===== config.mk =====
export PLATFORM = sky130hd
export DESIGN_NAME = mem_byte_seq
export DESIGN_NICKNAME = d
export VERILOG_FILES = /design/src/rtl/mem_pkg.sv /design/src/rtl/load_extend.sv /design/src/rtl/mem_byte_seq.sv
export SDC_FILE = /design/constraint.sdc
export NUM_CORES = 1
export LEC_CHECK = 0
export CORE_MARGIN = 3
export CORE_UTILIZATION = 40
export DETAILED_ROUTE_END_ITERATION = 12
export PLACE_DENSITY = 0.67
export SETUP_SLACK_MARGIN = 0.2
export SLEW_MARGIN = 10
export SYNTH_ARGS = -nofsm -noshare
export SYNTH_HDL_FRONTEND = slang
export SYNTH_SLANG_ARGS = --single-unit
export TNS_END_PERCENT = 50

===== constraint.sdc =====
create_clock -name clk -period 3.25 [get_ports clk]
set_input_delay 0.65 -clock clk [delete_from_list [all_inputs] [get_ports clk]]
set_output_delay 0.65 -clock clk [all_outputs]
set_load 0.005 [all_outputs]

===== src/rtl/mem_pkg.sv =====
// Shared definitions for the byte-wide EBR memory port and its initiators.
package mem_pkg;

    localparam int unsigned ADDR_W = 19;
    localparam int unsigned DATA_W = 8;

    // Request size codes; SZ_BAD is the illegal encoding.
    typedef enum logic [1:0] {
        SZ_B   = 2'b00,
        SZ_H   = 2'b01,
        SZ_W   = 2'b10,
        SZ_BAD = 2'b11
    } size_e;

    typedef enum logic [1:0] {
        IDLE  = 2'b00,
        ISSUE = 2'b01,
        DRAIN = 2'b10,
        DONE  = 2'b11
    } state_e;

    // Index of the last byte of an access (n - 1).
    function automatic logic [1:0] last_idx(input size_e sz);
        case (sz)
            SZ_B:    return 2'd0;
            SZ_H:    return 2'd1;
            default: return 2'd3;
        endcase
    endfunction

    // Illegal size or an address not aligned to the access size.
    function automatic logic req_is_err(input size_e sz, input logic [1:0] addr_lo);
        return (sz == SZ_BAD) || ((sz == SZ_H) && addr_lo[0]) ||
               ((sz == SZ_W) && (addr_lo != 2'b00));
    endfunction

endpackage


===== src/rtl/load_extend.sv =====
// Sign/zero extension of assembled load data to 32 bits.
module load_extend
    import mem_pkg::*;
(
    input  size_e       size,
    input  logic        is_unsigned,
    input  logic [31:0] rbuf,
    output logic [31:0] result
);

    // Replicate the top bit of the loaded field unless zero-extending.
    always_comb begin
        result = rbuf;
        case (size)
            SZ_B:    result = {{24{rbuf[7] & ~is_unsigned}}, rbuf[7:0]};
            SZ_H:    result = {{16{rbuf[15] & ~is_unsigned}}, rbuf[15:0]};
            default: result = rbuf;
        endcase
    end

endmodule


===== src/rtl/mem_byte_seq.sv =====
// Splits one RV32I load/store into little-endian byte accesses on memory port A
// and reassembles load data.
module mem_byte_seq
    import mem_pkg::*;
#(
    parameter int unsigned RD_LAT = 1
) (
    input  logic              clk,
    input  logic              rst,
    input  logic              req_valid,
    output logic              req_ready,
    input  logic              req_we,
    input  logic [1:0]        req_size,
    input  logic              req_unsigned,
    input  logic [ADDR_W-1:0] req_addr,
    input  logic [31:0]       req_wdata,
    output logic              rsp_valid,
    output logic [31:0]       rsp_rdata,
    output logic              rsp_err,
    output logic [ADDR_W-1:0] mem_addr,
    output logic [DATA_W-1:0] mem_wd,
    output logic              mem_we,
    input  logic [DATA_W-1:0] mem_rd
);

    localparam int unsigned CAP_TOP = RD_LAT - 1;
    localparam int unsigned IDX_TOP = 2 * RD_LAT - 1;

    state_e            state_q, state_d;
    logic [1:0]        cnt_q, cnt_d;
    logic              we_q, we_d;
    size_e             size_q, size_d;
    logic              uns_q, uns_d;
    logic [ADDR_W-1:0] base_q, base_d;
    logic [31:0]       wdata_q, wdata_d;
    logic [31:0]       rbuf_q, rbuf_d;
    // Capture pipeline: valid flag and byte index of each issued load address,
    // delayed by RD_LAT so it lines up with the returning data.
    logic [RD_LAT-1:0]   cap_v_q;
    logic [2*RD_LAT-1:0] cap_idx_q;
    logic [1:0]          cap_idx;

    logic [ADDR_W-1:0] mem_addr_q, mem_addr_d;
    logic [DATA_W-1:0] mem_wd_q, mem_wd_d;
    logic              mem_we_q, mem_we_d;
    logic              rsp_valid_q, rsp_valid_d;
    logic [31:0]       rsp_rdata_q, rsp_rdata_d;
    logic              rsp_err_q, rsp_err_d;

    logic              accept, issue_load;
    logic [1:0]        nxt_idx;
    logic [31:0]       ext_data;

    assign req_ready  = (state_q == IDLE);
    assign accept     = req_valid && req_ready;
    assign issue_load = (state_q == ISSUE) && !we_q;
    assign nxt_idx    = cnt_q + 2'd1;
    assign cap_idx    = cap_idx_q[IDX_TOP -: 2];

    assign mem_addr  = mem_addr_q;
    assign mem_wd    = mem_wd_q;
    assign mem_we    = mem_we_q;
    assign rsp_valid = rsp_valid_q;
    assign rsp_rdata = rsp_rdata_q;
    assign rsp_err   = rsp_err_q;

    // Merge the returning byte into its lane; the last byte is visible here in
    // the same cycle the FSM enters DONE, so extension uses rbuf_d.
    always_comb begin
        rbuf_d = rbuf_q;
        if (accept) begin
            rbuf_d = '0;
        end
        if (cap_v_q[CAP_TOP]) begin
            case (cap_idx)
                2'd0:    rbuf_d[7:0]   = mem_rd;
                2'd1:    rbuf_d[15:8]  = mem_rd;
                2'd2:    rbuf_d[23:16] = mem_rd;
                default: rbuf_d[31:24] = mem_rd;
            endcase
        end
    end

    load_extend u_load_extend (
        .size       (size_q),
        .is_unsigned(uns_q),
        .rbuf       (rbuf_d),
        .result     (ext_data)
    );

    // Next-state and next registered outputs.
    always_comb begin
        state_d     = state_q;
        cnt_d       = cnt_q;
        we_d        = we_q;
        size_d      = size_q;
        uns_d       = uns_q;
        base_d      = base_q;
        wdata_d     = wdata_q;
        mem_addr_d  = mem_addr_q;
        mem_wd_d    = mem_wd_q;
        mem_we_d    = 1'b0;
        rsp_valid_d = 1'b0;
        rsp_rdata_d = '0;
        rsp_err_d   = 1'b0;

        unique case (state_q)
            IDLE: begin
                if (req_valid) begin
                    we_d    = req_we;
                    size_d  = size_e'(req_size);
                    uns_d   = req_unsigned;
                    base_d  = req_addr;
                    wdata_d = req_wdata;
                    if (req_is_err(size_e'(req_size), req_addr[1:0])) begin
                        state_d     = DONE;
                        rsp_valid_d = 1'b1;
                        rsp_err_d   = 1'b1;
                    end else begin
                        state_d    = ISSUE;
                        cnt_d      = 2'd0;
                        mem_addr_d = req_addr;
                        mem_we_d   = req_we;
                        if (req_we) begin
                            mem_wd_d = req_wdata[7:0];
                        end
                    end
                end
            end
            ISSUE: begin
                if (cnt_q == last_idx(size_q)) begin
                    cnt_d = 2'd0;
                    if (we_q) begin
                        state_d     = DONE;
                        rsp_valid_d = 1'b1;
                    end else begin
                        state_d = DRAIN;
                    end
                end else begin
                    cnt_d      = nxt_idx;
                    mem_addr_d = base_q + ADDR_W'(nxt_idx);
                    mem_we_d   = we_q;
                    if (we_q) begin
                        mem_wd_d = DATA_W'(wdata_q >> {nxt_idx, 3'b000});
                    end
                end
            end
            DRAIN: begin
                if (cnt_q == 2'(RD_LAT - 1)) begin
                    state_d     = DONE;
                    rsp_valid_d = 1'b1;
                    rsp_rdata_d = ext_data;
                end else begin
                    cnt_d = nxt_idx;
                end
            end
            DONE: begin
                state_d = IDLE;
            end
        endcase
    end

    // State, request latch, capture pipeline and registered outputs.
    always_ff @(posedge clk) begin
        if (rst) begin
            state_q     <= IDLE;
            cnt_q       <= '0;
            we_q        <= 1'b0;
            size_q      <= SZ_B;
            uns_q       <= 1'b0;
            base_q      <= '0;
            wdata_q     <= '0;
            rbuf_q      <= '0;
            cap_v_q     <= '0;
            cap_idx_q   <= '0;
            mem_addr_q  <= '0;
            mem_wd_q    <= '0;
            mem_we_q    <= 1'b0;
            rsp_valid_q <= 1'b0;
            rsp_rdata_q <= '0;
            rsp_err_q   <= 1'b0;
        end else begin
            state_q     <= state_d;
            cnt_q       <= cnt_d;
            we_q        <= we_d;
            size_q      <= size_d;
            uns_q       <= uns_d;
            base_q      <= base_d;
            wdata_q     <= wdata_d;
            rbuf_q      <= rbuf_d;
            cap_v_q     <= RD_LAT'({cap_v_q, issue_load});
            cap_idx_q   <= (2 * RD_LAT)'({cap_idx_q, cnt_q});
            mem_addr_q  <= mem_addr_d;
            mem_wd_q    <= mem_wd_d;
            mem_we_q    <= mem_we_d;
            rsp_valid_q <= rsp_valid_d;
            rsp_rdata_q <= rsp_rdata_d;
            rsp_err_q   <= rsp_err_d;
        end
    end

endmodule


==> results of run 1 <==
[layer usage]
metal | vias up | routed length, µm | GRT usage
met5 | - | 13 | 0
met4 | 2 | 282 | 0.0618
met3 | 28 | 1160 | 0.0551
met2 | 206 | 7840 | 0.300
met1 | 2605 | 7670 | 0.257
li1 | 2789 | - | -
[through the flow]
stage / instances / area (µm²) / worst slack (ns) / hold WS, ns / utilization
3_5_place_dp: 1044 / 7860 / 0.428 / 0.447 / 0.507
6_report: 1075 / 8500 / 0.493 / 0.443 / 0.549
2_1_floorplan: 740 / 6420 / 0.342 / 0.433 / -
5_1_grt: 1075 / 8500 / 0.388 / 0.430 / 0.549
3_3_place_gp: 1044 / 7860 / 0.523 / 0.440 / 0.507
4_1_cts: 1075 / 8500 / 0.485 / 0.429 / 0.549
[final timing paths]
kind / start / end / slack (ns)
worst min register to register: wdata_q[26]$_SDFFE_PP0P_ / wdata_q[26]$_SDFFE_PP0P_ / 0.45
worst min-delay path: rst / base_q[17]$_SDFFE_PP0P_ / 0.44
worst max-delay path: state_q[0]$_SDFFE_PP0P_ / req_ready / 0.49
worst max register to register: cnt_q[1]$_SDFFE_PP0P_ / mem_addr[13]$_SDFFE_PP0P_ / 0.68
[layout make-up]
class / count / area share
Clock buffer: 19 / 0.0533
Clock inverter: 12 / 0.0227
Inverter: 13 / 0.00574
Multi-Input combinational cell: 522 / 0.357
Sequential cell: 156 / 0.367
Tap cell: 211 / 0.0311
Timing Repair Buffer: 142 / 0.163
[cell families after synthesis]
group,count (synthesis),synth area share
AND/OR/NAND/NOR,303,0.211
AO/OA/AOI/OAI,175,0.174
flip-flops,156,0.486
buffers and inverters,62,0.0425
multiplexers,21,0.0483
XOR/XNOR,14,0.0191
adder cells (fa/ha/maj),9,0.0187
[sequential cells by signal (all words and copies together), names as in the netlist]
| signal | flops |
|---|---|
| base_q | 19 |
| cap_idx | 2 |
| cap_v_q | 1 |
| cnt_q | 2 |
| mem_addr | 19 |
| mem_wd | 8 |
| mem_we | 1 |
| rbuf_q | 32 |
| rsp_err | 1 |
| rsp_rdata | 32 |
| rsp_valid | 1 |
| size_q | 2 |
| state_q | 2 |
| uns_q | 1 |
| wdata_q | 32 |
| we_q | 1 |
[critical path: cells and delay by family (launching register included)]
kind,cells,cell delay (ns)
buf+inv,2,0.78
fa+ha+maj,1,0.57
flops,1,0.33
[Yosys cell counts, types with 2 or more instances]
| cell | n | area share |
|---|---|---|
| nand3_1 | 16 | 0.012 |
| and3_1 | 31 | 0.030 |
| buf_1 | 8 | 0.0047 |
| a21o_1 | 6 | 0.0070 |
| o221ai_1 | 2 | 0.0027 |
| a211oi_1 | 11 | 0.013 |
| nor4_1 | 3 | 0.0029 |
| a211o_1 | 5 | 0.0068 |
| or3_1 | 2 | 0.0019 |
| and2_1 | 4 | 0.0039 |
| a221o_1 | 2 | 0.0031 |
| a21oi_1 | 113 | 0.088 |
| nor3_1 | 10 | 0.0078 |
| o2bb2ai_1 | 3 | 0.0041 |
| o41ai_1 | 2 | 0.0027 |
| buf_6 | 3 | 0.0053 |
| dfxtp_1 | 156 | 0.49 |
| xnor2_1 | 6 | 0.0082 |
| buf_2 | 5 | 0.0039 |
| nand2_1 | 136 | 0.079 |
| o211ai_1 | 3 | 0.0035 |
| nand3b_1 | 3 | 0.0035 |
| nand2b_1 | 3 | 0.0029 |
| mux2i_1 | 13 | 0.020 |
| nor2_1 | 81 | 0.047 |
| inv_1 | 12 | 0.0070 |
| a32o_1 | 2 | 0.0031 |
| mux4_2 | 8 | 0.028 |
| o21a_1 | 7 | 0.0082 |
| nand4_1 | 5 | 0.0049 |
| ha_1 | 8 | 0.016 |
| clkbuf_1 | 30 | 0.018 |
| buf_4 | 3 | 0.0035 |
| xor2_1 | 8 | 0.011 |
| o21ai_0 | 3 | 0.0023 |
| nor3b_1 | 2 | 0.0023 |
[power by group through the flow]
| stage | sequential, mW | combinational (mW) | clock (mW) |
|---|---|---|---|
| 6_report | 2.43 | 2.04 | 2.17 |
| 4_1_cts | 2.42 | 2.05 | 2.21 |
| 3_5_place_dp | 2.46 | 2.03 | 0 |
| 5_1_grt | 2.46 | 2.23 | 2.30 |
| 3_3_place_gp | 2.46 | 1.99 | 0 |
| 2_1_floorplan | 2.42 | 1.27 | 0 |
==> results.ini, run 1 <==
[finish]
fillers = 1435
final_common_cell = dfxtp_1
area_growth_pct = 32.3
antennaDiodeCount = 0
drive_gt1_frac = 0.0752
final-seq-area_um2 = 3120
nets = 927
layout_common_cells = 156 x dfxtp_1, 135 x nand2_1, 127 x clkdlybuf4s50_1, 113 x a21oi_1, 81 x nor2_1
multi_input_area_um2 = 3040

[sta]
relSlewSlack = 0.421
grt_setup_unrepaired = false
min_period_ns = 2.76
setup-violations-final = 0
max_freq_mhz = 363
fin_skew_ns = 0.00430
hold_violations = 0
slew_violations = 0
fin_tns_setup_ns = 0
fin_crit_sh = 0.848
tightestPinTransition_ns = 0.866

[worst_setup_path]
cp.required_ns = 2.60
cp-start-kind = flop
cp_slowest_cell = clkdlybuf4s50_1
critPathKind = reg2out
worst_setup_path_end_kind = output pin
cpPeakStageDelay_ns = 0.63
arrival_ns = 2.11
cp_cell_sequence = inv_1 > ha_1 > clkdlybuf4s50_1
reg2reg_depth = 9
crit_path_max_fanout = 13

[pwr]
pwr-share-clk = 0.327
power_density_nw_per_um2 = 780
p_switching_mw = 2.12
swShare = 0.319
p_seq_frac = 0.366
p_comb_frac = 0.307
peakVddDrop_v = 0.000601
p_leak_nw = 3.21
finalPower_mw = 6.63
power.internal_mw = 4.52

[floorplanning]
core.rowCount = 45
core-area_um2 = 15500
dieArea_um2 = 17600
num_io_pins = 129
die_h_um = 133
initial_core_util = 0.415
die_w_um = 133

[global_routing]
grt_pass1_wl_um = 27200
gr-total-overflow = 0
track_usage = 0.192
antenna_found_initial = 1
grt_pass1_vias = 5260
grt_max_degree = 61

[clock_network]
hold_buffers = 0
postCtsSetupBuffers = 0
clk_pin_slew_ns = 0.06
ctsResizeCount = 0
clk-insertion-delay-late_ns = 0.42
cts-htree-levels = 4
cts_root_buf = clkbuf_16
cts_num_sinks = 156
cts_tree = built
clockBufferDepth = 2
cts_buffers = 17

[run]
cap_violations = 0

[place]
dp_hpwl_um = 11400
gp_congestion = 0.824
port_buffers = 128

[routing]
drt_iter0_markers = 447
postRouteAntennaNets = 0
via_count = 5630
drc_errors = 0
viasPerCell = 5.24
wl_per_cell_um = 15.8
first_pass_iters = 5
wl_um = 17000

[synth]
syn_area_um2 = 6420
syn_area_per_cell_um2 = 8.68
synth.distinct_cells = 61
synth_fp_nets = 815
ys.flop_type = dfxtp_1
seq_area_frac_synth = 0.486
synth_warnings = 0
synth-seq-cells = 156
async_reset_ff_frac = 0
synth-edff-count = 0
synthCells = 740

[min_path]
min_path_type = in2reg
whs_path_depth = 2

[status]
outcome = finished, final reports clean

No activity file was read; power rests on OpenSTA's default activity.
==> run 2: changes to the inputs <==
- PLACE_DENSITY: 0.67 -> 0.69
- clock period: 3.25 -> 2.33 ns (I/O delays scaled with it)
==> results.ini, run 2 (same netlist as run 1, synthesis figures left out) <==
[worst_setup_path]
worst_setup_path_end_kind = flop
cp.buffers_inverters = 2  ; unchanged
cp.required_ns = 2.66  ; +0.06 ns
cp_common_cell = buf_4
critPathKind = reg2reg
cp-start-kind = flop
cpPeakStageDelay_ns = 0.42  ; -0.21 ns
crit_path_max_fanout = 11  ; -2
cp_cell_sequence = buf_4 > xor2_1 > o311a_1 > buf_4 > a221oi_2 > o21ai_0 > a221oi_1
cp_slowest_cell = o311a_1
arrival_ns = 2.40  ; +0.29 ns
critPathTopFamily = compound AO/OA/AOI/OAI gates

[floorplanning]
die_w_um = 133  ; unchanged
initial_core_util = 0.415  ; unchanged
num_io_pins = 129  ; unchanged
core.rowCount = 45  ; unchanged
dieArea_um2 = 17600  ; unchanged
die_h_um = 133  ; unchanged
core-area_um2 = 15500  ; unchanged

[pwr]
p_leak_nw = 3.39  ; +5.4%
power_density_nw_per_um2 = 1080  ; +38%
pwr-share-clk = 0.323  ; -0.004
power.internal_mw = 6.58  ; +46%
peakVddDrop_v = 0.000718  ; +20%
swShare = 0.310  ; -0.00870
finalPower_mw = 9.54  ; +44%
p_switching_mw = 2.96  ; +40%
p_seq_frac = 0.355  ; -0.011
p_comb_frac = 0.321  ; +0.014

[sta]
relSlewSlack = 0.556  ; +0.134
setup_slack_ns = 0.258  ; -0.235 ns
tightestPinTransition_ns = 0.667  ; -0.199 ns
grt_setup_unrepaired = true
whs_ns = 0.410  ; -0.0321 ns
max_freq_mhz = 483
fin_skew_ns = 0.00656  ; +0.00225 ns
fin_crit_sh = 0.889
slew_violations = 0  ; unchanged
min_period_ns = 2.07
fin_tns_setup_ns = 0  ; unchanged
setup-violations-final = 0  ; unchanged
hold_violations = 0  ; unchanged

[finish]
area_growth_pct = 37.4
final_common_cell = dfxtp_1
fin_area_um2 = 8830  ; +3.9%
fillers = 1384  ; -3.6%
antennaDiodeCount = 0  ; unchanged
multi_input_area_um2 = 3130  ; +3.1%
fin_cells = 1097  ; +2.0%
drive_gt1_frac = 0.116  ; +0.0410
final-seq-area_um2 = 3130  ; about the same
utilization = 0.570  ; +0.0213
nets = 949  ; +2.4%
layout_common_cells = 154 x dfxtp_1, 135 x nand2_1, 126 x clkdlybuf4s50_1, 113 x a21oi_1, 80 x nor2_1

[place]
dp_hpwl_um = 11400  ; about the same
post-place-cells = 1063  ; +1.8%
port_buffers = 128  ; unchanged
gp_congestion = 0.896  ; +8.7%
place_ws_ns = -0.0684  ; -0.496 ns
dpl_cell_area_um2 = 8100  ; +3.1%

[clock_network]
cts-htree-levels = 4  ; unchanged
cts_root_buf = clkbuf_16
clk-insertion-delay-late_ns = 0.42  ; about the same
cts_tree = built
clockBufferDepth = 2  ; unchanged
cts_num_sinks = 156  ; unchanged
clk_pin_slew_ns = 0.06  ; about the same
hold_buffers = 0  ; unchanged
cts_buffers = 17  ; unchanged

[routing]
drt_iter0_markers = 336  ; -25%
first_pass_iters = 5  ; unchanged
wl_um = 16800  ; -1.0%
wl_per_cell_um = 15.3  ; -3.0%
drc_errors = 0  ; unchanged
postRouteAntennaNets = 0  ; unchanged
via_count = 5627  ; -0.053%
viasPerCell = 5.13  ; -2.1%

[min_path]
min_path_type = in2reg

[global_routing]
gr-total-overflow = 0  ; unchanged
grt_pass1_vias = 5278  ; +0.34%
antenna_found_initial = 0  ; -1
grt_max_degree = 63  ; +3.3%
track_usage = 0.192  ; +0.000322
grt_pass1_wl_um = 27300  ; +0.48%

[run]
cap_violations = 0  ; unchanged

[status]
outcome = finished, final reports clean

[run 2: changes by cell type in the layout (fill, tap and decap cells not counted), moves of 2 or more]
cell,change
inv_4,+2
ha_1,-2
dfxtp_1,-2
buf_4,+18
nor3_2,+2
nor3_1,-3
nor4_1,-2
clkinv_2,-2
inv_1,-3
clkinvlp_4,+2
dfxtp_2,+2
buf_12,+4
[run 2: power by group through the flow]
stage	clock (mW)	combinational (mW)	sequential, mW
floorplan	0	1.79	3.38
global placement	0	2.99	3.44
detailed placement	0	3.02	3.44
CTS	3.15	3.05	3.39
global route	3.25	3.38	3.44
finish	3.09	3.07	3.39
[run 2: timing repair]
action | CTS | global route
cloned | 0 | 0
buffers inserted | 2 | 1
endpoints found under the setup margin | 10 | 12
gates resized for setup | 9 | 3
hold endpoints to repair | 0 | 0
pin swaps | 3 | 2
[run 2: final timing paths]
check,start,to,slack (ns),depth (start not counted)
worst max-delay path,cnt_q[0]$_SDFFE_PP0P_,state_q[0]$_SDFFE_PP0P_,0.26,7
worst min-delay path,rst,rsp_err$_SDFF_PP0_,0.41,2
worst max register to register,cnt_q[0]$_SDFFE_PP0P_,state_q[0]$_SDFFE_PP0P_,0.26,7
worst min register to register,wdata_q[30]$_SDFFE_PP0P_,wdata_q[30]$_SDFFE_PP0P_,0.45,2
[run 2: final cells by class]
class	instances	area share
multi-input cells	522	0.354
clock inverters	12	0.0248
clock buffers	19	0.0502
inverters	13	0.00609
repair buffers	164	0.181
well taps	211	0.0299
flip-flops and latches	156	0.354
[run 2: per-layer routing]
metal  share of wire  wire, µm  GRT usage
met1            0.45      7630      0.261
met2            0.45      7570      0.291
met3           0.076      1280     0.0624
met4           0.019       315     0.0595
met5               0         0          0
[run 2: worst reg2reg max path, cell delays in order, from the launching register on]
cell,delay [ns]
dfxtp_2,0.33
buf_4,0.19
xor2_1,0.18
o311a_1,0.42
buf_4,0.16
a221oi_2,0.28
o21ai_0,0.15
a221oi_1,0.29
==> run 3: changes to the inputs <==
- CELL_PAD_IN_SITES_DETAIL_PLACEMENT: default -> 2
- CELL_PAD_IN_SITES_GLOBAL_PLACEMENT: default -> 2
- CORE_UTILIZATION: 40 -> 27
- PLACE_DENSITY: 0.69 -> 0.76
==> results.ini, run 3 (same netlist as run 1, synthesis figures left out) <==
[clock_network]
clk_pin_slew_ns = 0.07  ; about the same
cts_buffers = 17  ; unchanged
clk-insertion-delay-late_ns = 0.44  ; +0.02 ns
clockBufferDepth = 2  ; unchanged
cts_root_buf = clkbuf_16
cts_num_sinks = 156  ; unchanged
cts-htree-levels = 4  ; unchanged
cts_tree = built

[worst_setup_path]
reg2reg_depth = 9  ; +2
cp.required_ns = 2.70  ; +0.04 ns
arrival_ns = 2.48  ; +0.08 ns
r2r-end = mem_addr[9]$_SDFFE_PP0P_
worst_setup_path_end_kind = flop
r2r_setup_slack_ns = 0.22  ; -0.04 ns
cp-start-kind = flop
r2r_start = cnt_q[1]$_SDFFE_PP0P_
critPathKind = reg2reg
crit_path_max_fanout = 3  ; -8

[sta]
fin_skew_ns = 0.0151  ; +0.00852 ns
fin_crit_sh = 0.906  ; +0.0167
relSlewSlack = 0.622  ; +0.0664
slew_violations = 0  ; unchanged
grt_setup_unrepaired = true
setup-violations-final = 0  ; unchanged
min_period_ns = 2.11  ; +0.0388 ns
hold_violations = 0  ; unchanged
max_freq_mhz = 474  ; -1.8%
whs_ns = 0.398  ; -0.0129 ns
setup_slack_ns = 0.219  ; -0.0388 ns
fin_tns_setup_ns = 0  ; unchanged
tightestPinTransition_ns = 0.565  ; -0.101 ns

[global_routing]
antenna_found_initial = 0  ; unchanged
track_usage = 0.177  ; -0.0149
gr-total-overflow = 0  ; unchanged
grt_pass1_vias = 6393  ; +21%
grt_max_degree = 48  ; -24%
grt_pass1_wl_um = 36000  ; +32%

[finish]
nets = 956  ; +0.74%
area_growth_pct = 40.6
layout_common_cells = 154 x dfxtp_1, 135 x nand2_1, 126 x clkdlybuf4s50_1, 111 x a21oi_1, 80 x nor2_1
fin_cells = 1207  ; +10%
fin_area_um2 = 9030  ; +2.3%
drive_gt1_frac = 0.134  ; +0.0180
utilization = 0.393  ; -0.177
final_common_cell = dfxtp_1
antennaDiodeCount = 0  ; unchanged

[routing]
drt_iter0_markers = 218  ; -35%
first_pass_iters = 4  ; -1
via_count = 5877  ; +4.4%
wl_per_cell_um = 18.7  ; +22%
postRouteAntennaNets = 0  ; unchanged
drc_errors = 0  ; unchanged
viasPerCell = 4.87  ; -5.1%
wl_um = 22600  ; +34%

[floorplanning]
die_h_um = 160  ; +21%
core-area_um2 = 23000  ; +48%
initial_core_util = 0.280  ; -0.135
core.rowCount = 55  ; +22%
die_w_um = 160  ; +21%
dieArea_um2 = 25700  ; +46%
num_io_pins = 129  ; unchanged

[place]
port_buffers = 128  ; unchanged
post-place-cells = 1171  ; +10%
gp_congestion = 0.752  ; -16%
place_ws_ns = -0.159  ; -0.0905 ns
dpl_cell_area_um2 = 8290  ; +2.3%
dp_hpwl_um = 15500  ; +36%

[run]
cap_violations = 0  ; unchanged

[min_path]
min-delay-start = rst
holdPathEnd = mem_addr[10]$_SDFFE_PP0P_
min_path_type = in2reg
whs_path_depth = 2  ; unchanged

[status]
outcome = finished, final reports clean

[pwr]
peakVddDrop_v = 0.000417  ; -42%
finalPower_mw = 9.66  ; +1.2%
p_leak_nw = 3.41  ; +0.59%
power_density_nw_per_um2 = 1070  ; -1.1%

run 3: area by class of cell:
class / count / area (µm²)
flip-flops and latches: 156 / 3130
inverters: 13 / 53.8
repair buffers: 171 / 1670
clock inverters: 15 / 163
clock buffers: 17 / 425
well taps: 313 / 392
fillers: 2570 / 14000
multi-input cells: 522 / 3210
run 3: where the power goes:
| part | leakage, nW | internal [mW] | switching, mW | total, mW |
|---|---|---|---|---|
| clock network | 0.287 | 1.60 | 1.24 | 2.83 |
| logic | 1.85 | 1.55 | 1.85 | 3.40 |
| registers | 1.27 | 3.09 | 0.330 | 3.42 |
| total | 3.41 | 6.24 | 3.41 | 9.66 |
run 3: what timing repair did:
| action | CTS | global route |
|---|---|---|
| resized for setup | 11 | 14 |
| hold buffers | 0 | 0 |
| endpoints found under the setup margin | 12 | 22 |
| pin swaps | 3 | 8 |
| setup buffers | 1 | 3 |
run 3: critical path: stages (launching register included):
cell and delay [ns]:
dfxtp_2 0.34, inv_2 0.05, ha_4 0.26, ha_4 0.26, a21o_1 0.18, buf_6 0.13
nand4_1 0.12, xor2_1 0.21, a221o_1 0.34, a21oi_1 0.15
run 3: worst max-delay path by stage:
stage / start / endpoint
CTS: cnt_q[1]$_SDFFE_PP0P_ / mem_addr[8]$_SDFFE_PP0P_
global placement: req_addr[0] / mem_wd[5]$_SDFFE_PP0P_
floorplan: cnt_q[0]$_SDFFE_PP0P_ / mem_addr[8]$_SDFFE_PP0P_
finish: cnt_q[1]$_SDFFE_PP0P_ / mem_addr[9]$_SDFFE_PP0P_
global route: cnt_q[0]$_SDFFE_PP0P_ / mem_addr[8]$_SDFFE_PP0P_
detailed placement: req_addr[0] / mem_wd[6]$_SDFFE_PP0P_
run 3: per-layer routing:
metal / wire, µm / GRT usage
met1: 10300 / 0.225
met2: 11200 / 0.307
met3: 754 / 0.0355
met4: 269 / 0.0477
met5: 0 / 0
==> RTL edit, RTL diff (settings of run 2) <==
The parameter `RD_LAT` goes from 1 to 2.
--- a/src/rtl/mem_byte_seq.sv
+++ b/src/rtl/mem_byte_seq.sv
@@ -5,3 +5,3 @@
 #(
-    parameter int unsigned RD_LAT = 1
+    parameter int unsigned RD_LAT = 2
 ) (
Check against the original RTL: not equivalent (a bounded check fails within 4 cycles, from zero or initial values and one cycle with rst high).
==> RTL edit against run 2 <==
- setup slack got worse by 48 ps
- area after synthesis is 0.33% lower
- critical path depth up 1
- sequential cell count up 3
- final cell count grew 0.91%
- worst hold slack better by 26 ps
- non-clock buffer count rose by 6
- design area increased by 1.6%
- total power fell by 1.7%
- synthesized cell count stayed put
- die area fell by 0.32%
- wire length increased by 0.17%
- critical path type unchanged
- combinational power decreased by 6%
==> RTL edit: results (changes against run 2) <==
metric,value,unit,change
outcome,"finished, final reports clean",,unchanged
worstMarginPinSlew,670.4,ps,was 666.5 ps
post_dp_cell_area,8153,sq um,was 8102 sq um
drive_gt1_share,13.73,%,was 11.63%
worstHoldPathCells,1,,was 2
grt_max_degree,79,,was 63
cp_max_fo,6,,was 11
gr-usage-all-layers,19.38,%,was 19.20%
synth_compound_area_share,18.64,%,was 17.39%
ys_top_cells_by_count,"159 x dfxtp_1, 137 x nand2_1, 115 x a21oi_1, 81 x nor2_1, 34 x clkbuf_1",,"was 156 x dfxtp_1, 136 x nand2_1, 113 x a21oi_1, 81 x nor2_1, 31 x and3_1"
yosys.area_share.xor_xnor,1.915,%,was 1.908%
synth_mux_area_share,3.283,%,was 4.830%
p_comb_share,31.0,%,was 32.1%
fin_nets,958,,was 949
power_frac_seq,36.1,%,was 35.5%
synthAdderAreaFrac,1.876,%,was 1.870%
worstHoldPathType,reg2reg,,was in2reg
instances_no_fill,1107,,"was 1,097"
synth.area.top_cells,"dfxtp_1 50%, a21oi_1 9.0%, nand2_1 8.0%, nor2_1 4.7%, and3_1 2.9%",,"was dfxtp_1 49%, a21oi_1 8.8%, nand2_1 7.9%, nor2_1 4.7%, and3_1 3.0%"
clockRootBuffer,clkbuf_16,,unchanged
h-tree-depth,4,,unchanged
cts_resized,16,,was 9
intPower,6433,uW,was 6582 uW
drtIter0Drc,400,,was 336
dpl.hpwl,11360,um,"was 11,410 um"
holdWs,436.0,ps,was 410.5 ps
fillCellCount,1386,,"was 1,384"
viasPerCell,5.214,,was 5.129
yosysUniqueCellTypes,57,,was 61
min_from,cap_idx_q[1]$_SDFF_PP0_,,was rst
rrSetupSlack,210,ps,was 260 ps
synth_fp_nets,815,,unchanged
pre_cts_ws,-36.51,ps,was -68.38 ps
routedWlPerCell,15.19,um,was 15.30 um
irDropWorstVdd,579.7,uV,was 718.0 uV
rr_endpoint,mem_addr[18]$_SDFFE_PP0P_,,was state_q[0]$_SDFFE_PP0P_
grt_pass1_vias,5449,,"was 5,278"
power_leakage,0.003444,uW,was 0.003387 uW
syn_area_per_cell,8.654,sq um,was 8.682 sq um
seq_area_frac_synth,49.71,%,was 48.61%
r2r_cells,8,,was 7
post-cts-setup-buffers,0,,was 2
clk_pin_slew_worst_paths,60,ps,about the same
async_flop_share,0,%,unchanged
grt_pass1_wl,27800,um,"was 27,300 um"
cp.arrival,2410,ps,
fin_util,58.18,%,was 57.03%
firstDrtPassIters,5,,unchanged
fin_skew,4.506,ps,was 6.555 ps
hold_end,cap_idx_q[3]$_SDFF_PP0_,,was rsp_err$_SDFF_PP0_
place.gp.congestion,0.8179,,was 0.8962
-- RTL edit: cell count changes after synthesis, sizes merged, moves of 5 or more --
cell,run 2,this run
a32o,2,7
buf,19,12
mux2i,13,3
nand3,16,8
o22ai,0,9
-- RTL edit: worst max-delay path, stage by stage (launching register included) --
cell and delay [ps]:
dfxtp_4 370, ha_4 250, fa_2 340, nand3b_1 180, buf_6 160, nor4_4 220, nand3_1 160, xor2_1 200
o22ai_1 110
-- RTL edit: area by class of cell --
type                       count  area share (%)
sequential                   159           35.52
multi-input combinational    519           35.16
timing repair buffer         170           18.29
clock buffer                  20           5.089
tap                          211           2.942
clock inverter                12           2.300
inverter                      16          0.6971
-- RTL edit: metal layers --
metal | global-route usage (%) | share of wire [%] | vias to the layer above
met5 | 0 | 0 | -
met4 | 6.871 | 1.9 | 0
met3 | 4.259 | 6.7 | 22
met2 | 29.92 | 45 | 213
met1 | 26.87 | 46 | 2675
li1 | - | - | 2862
-- RTL edit: how the worst max path moves through the flow --
stage / startpoint / end / depth (start not counted) / slack (ps)
after floorplan: cnt_q[1]$_SDFFE_PP0P_ / mem_addr[12]$_SDFFE_PP0P_ / 8 / 80
after global placement: req_addr[0] / mem_addr[6]$_SDFFE_PP0P_ / 8 / -40
after detailed placement: req_addr[0] / mem_addr[3]$_SDFFE_PP0P_ / 8 / -40
after CTS: cnt_q[0]$_SDFFE_PP0P_ / mem_addr[3]$_SDFFE_PP0P_ / 7 / 180
after global routing: cnt_q[0]$_SDFFE_PP0P_ / mem_addr[8]$_SDFFE_PP0P_ / 8 / 120
final: cnt_q[0]$_SDFFE_PP0P_ / mem_addr[18]$_SDFFE_PP0P_ / 8 / 210
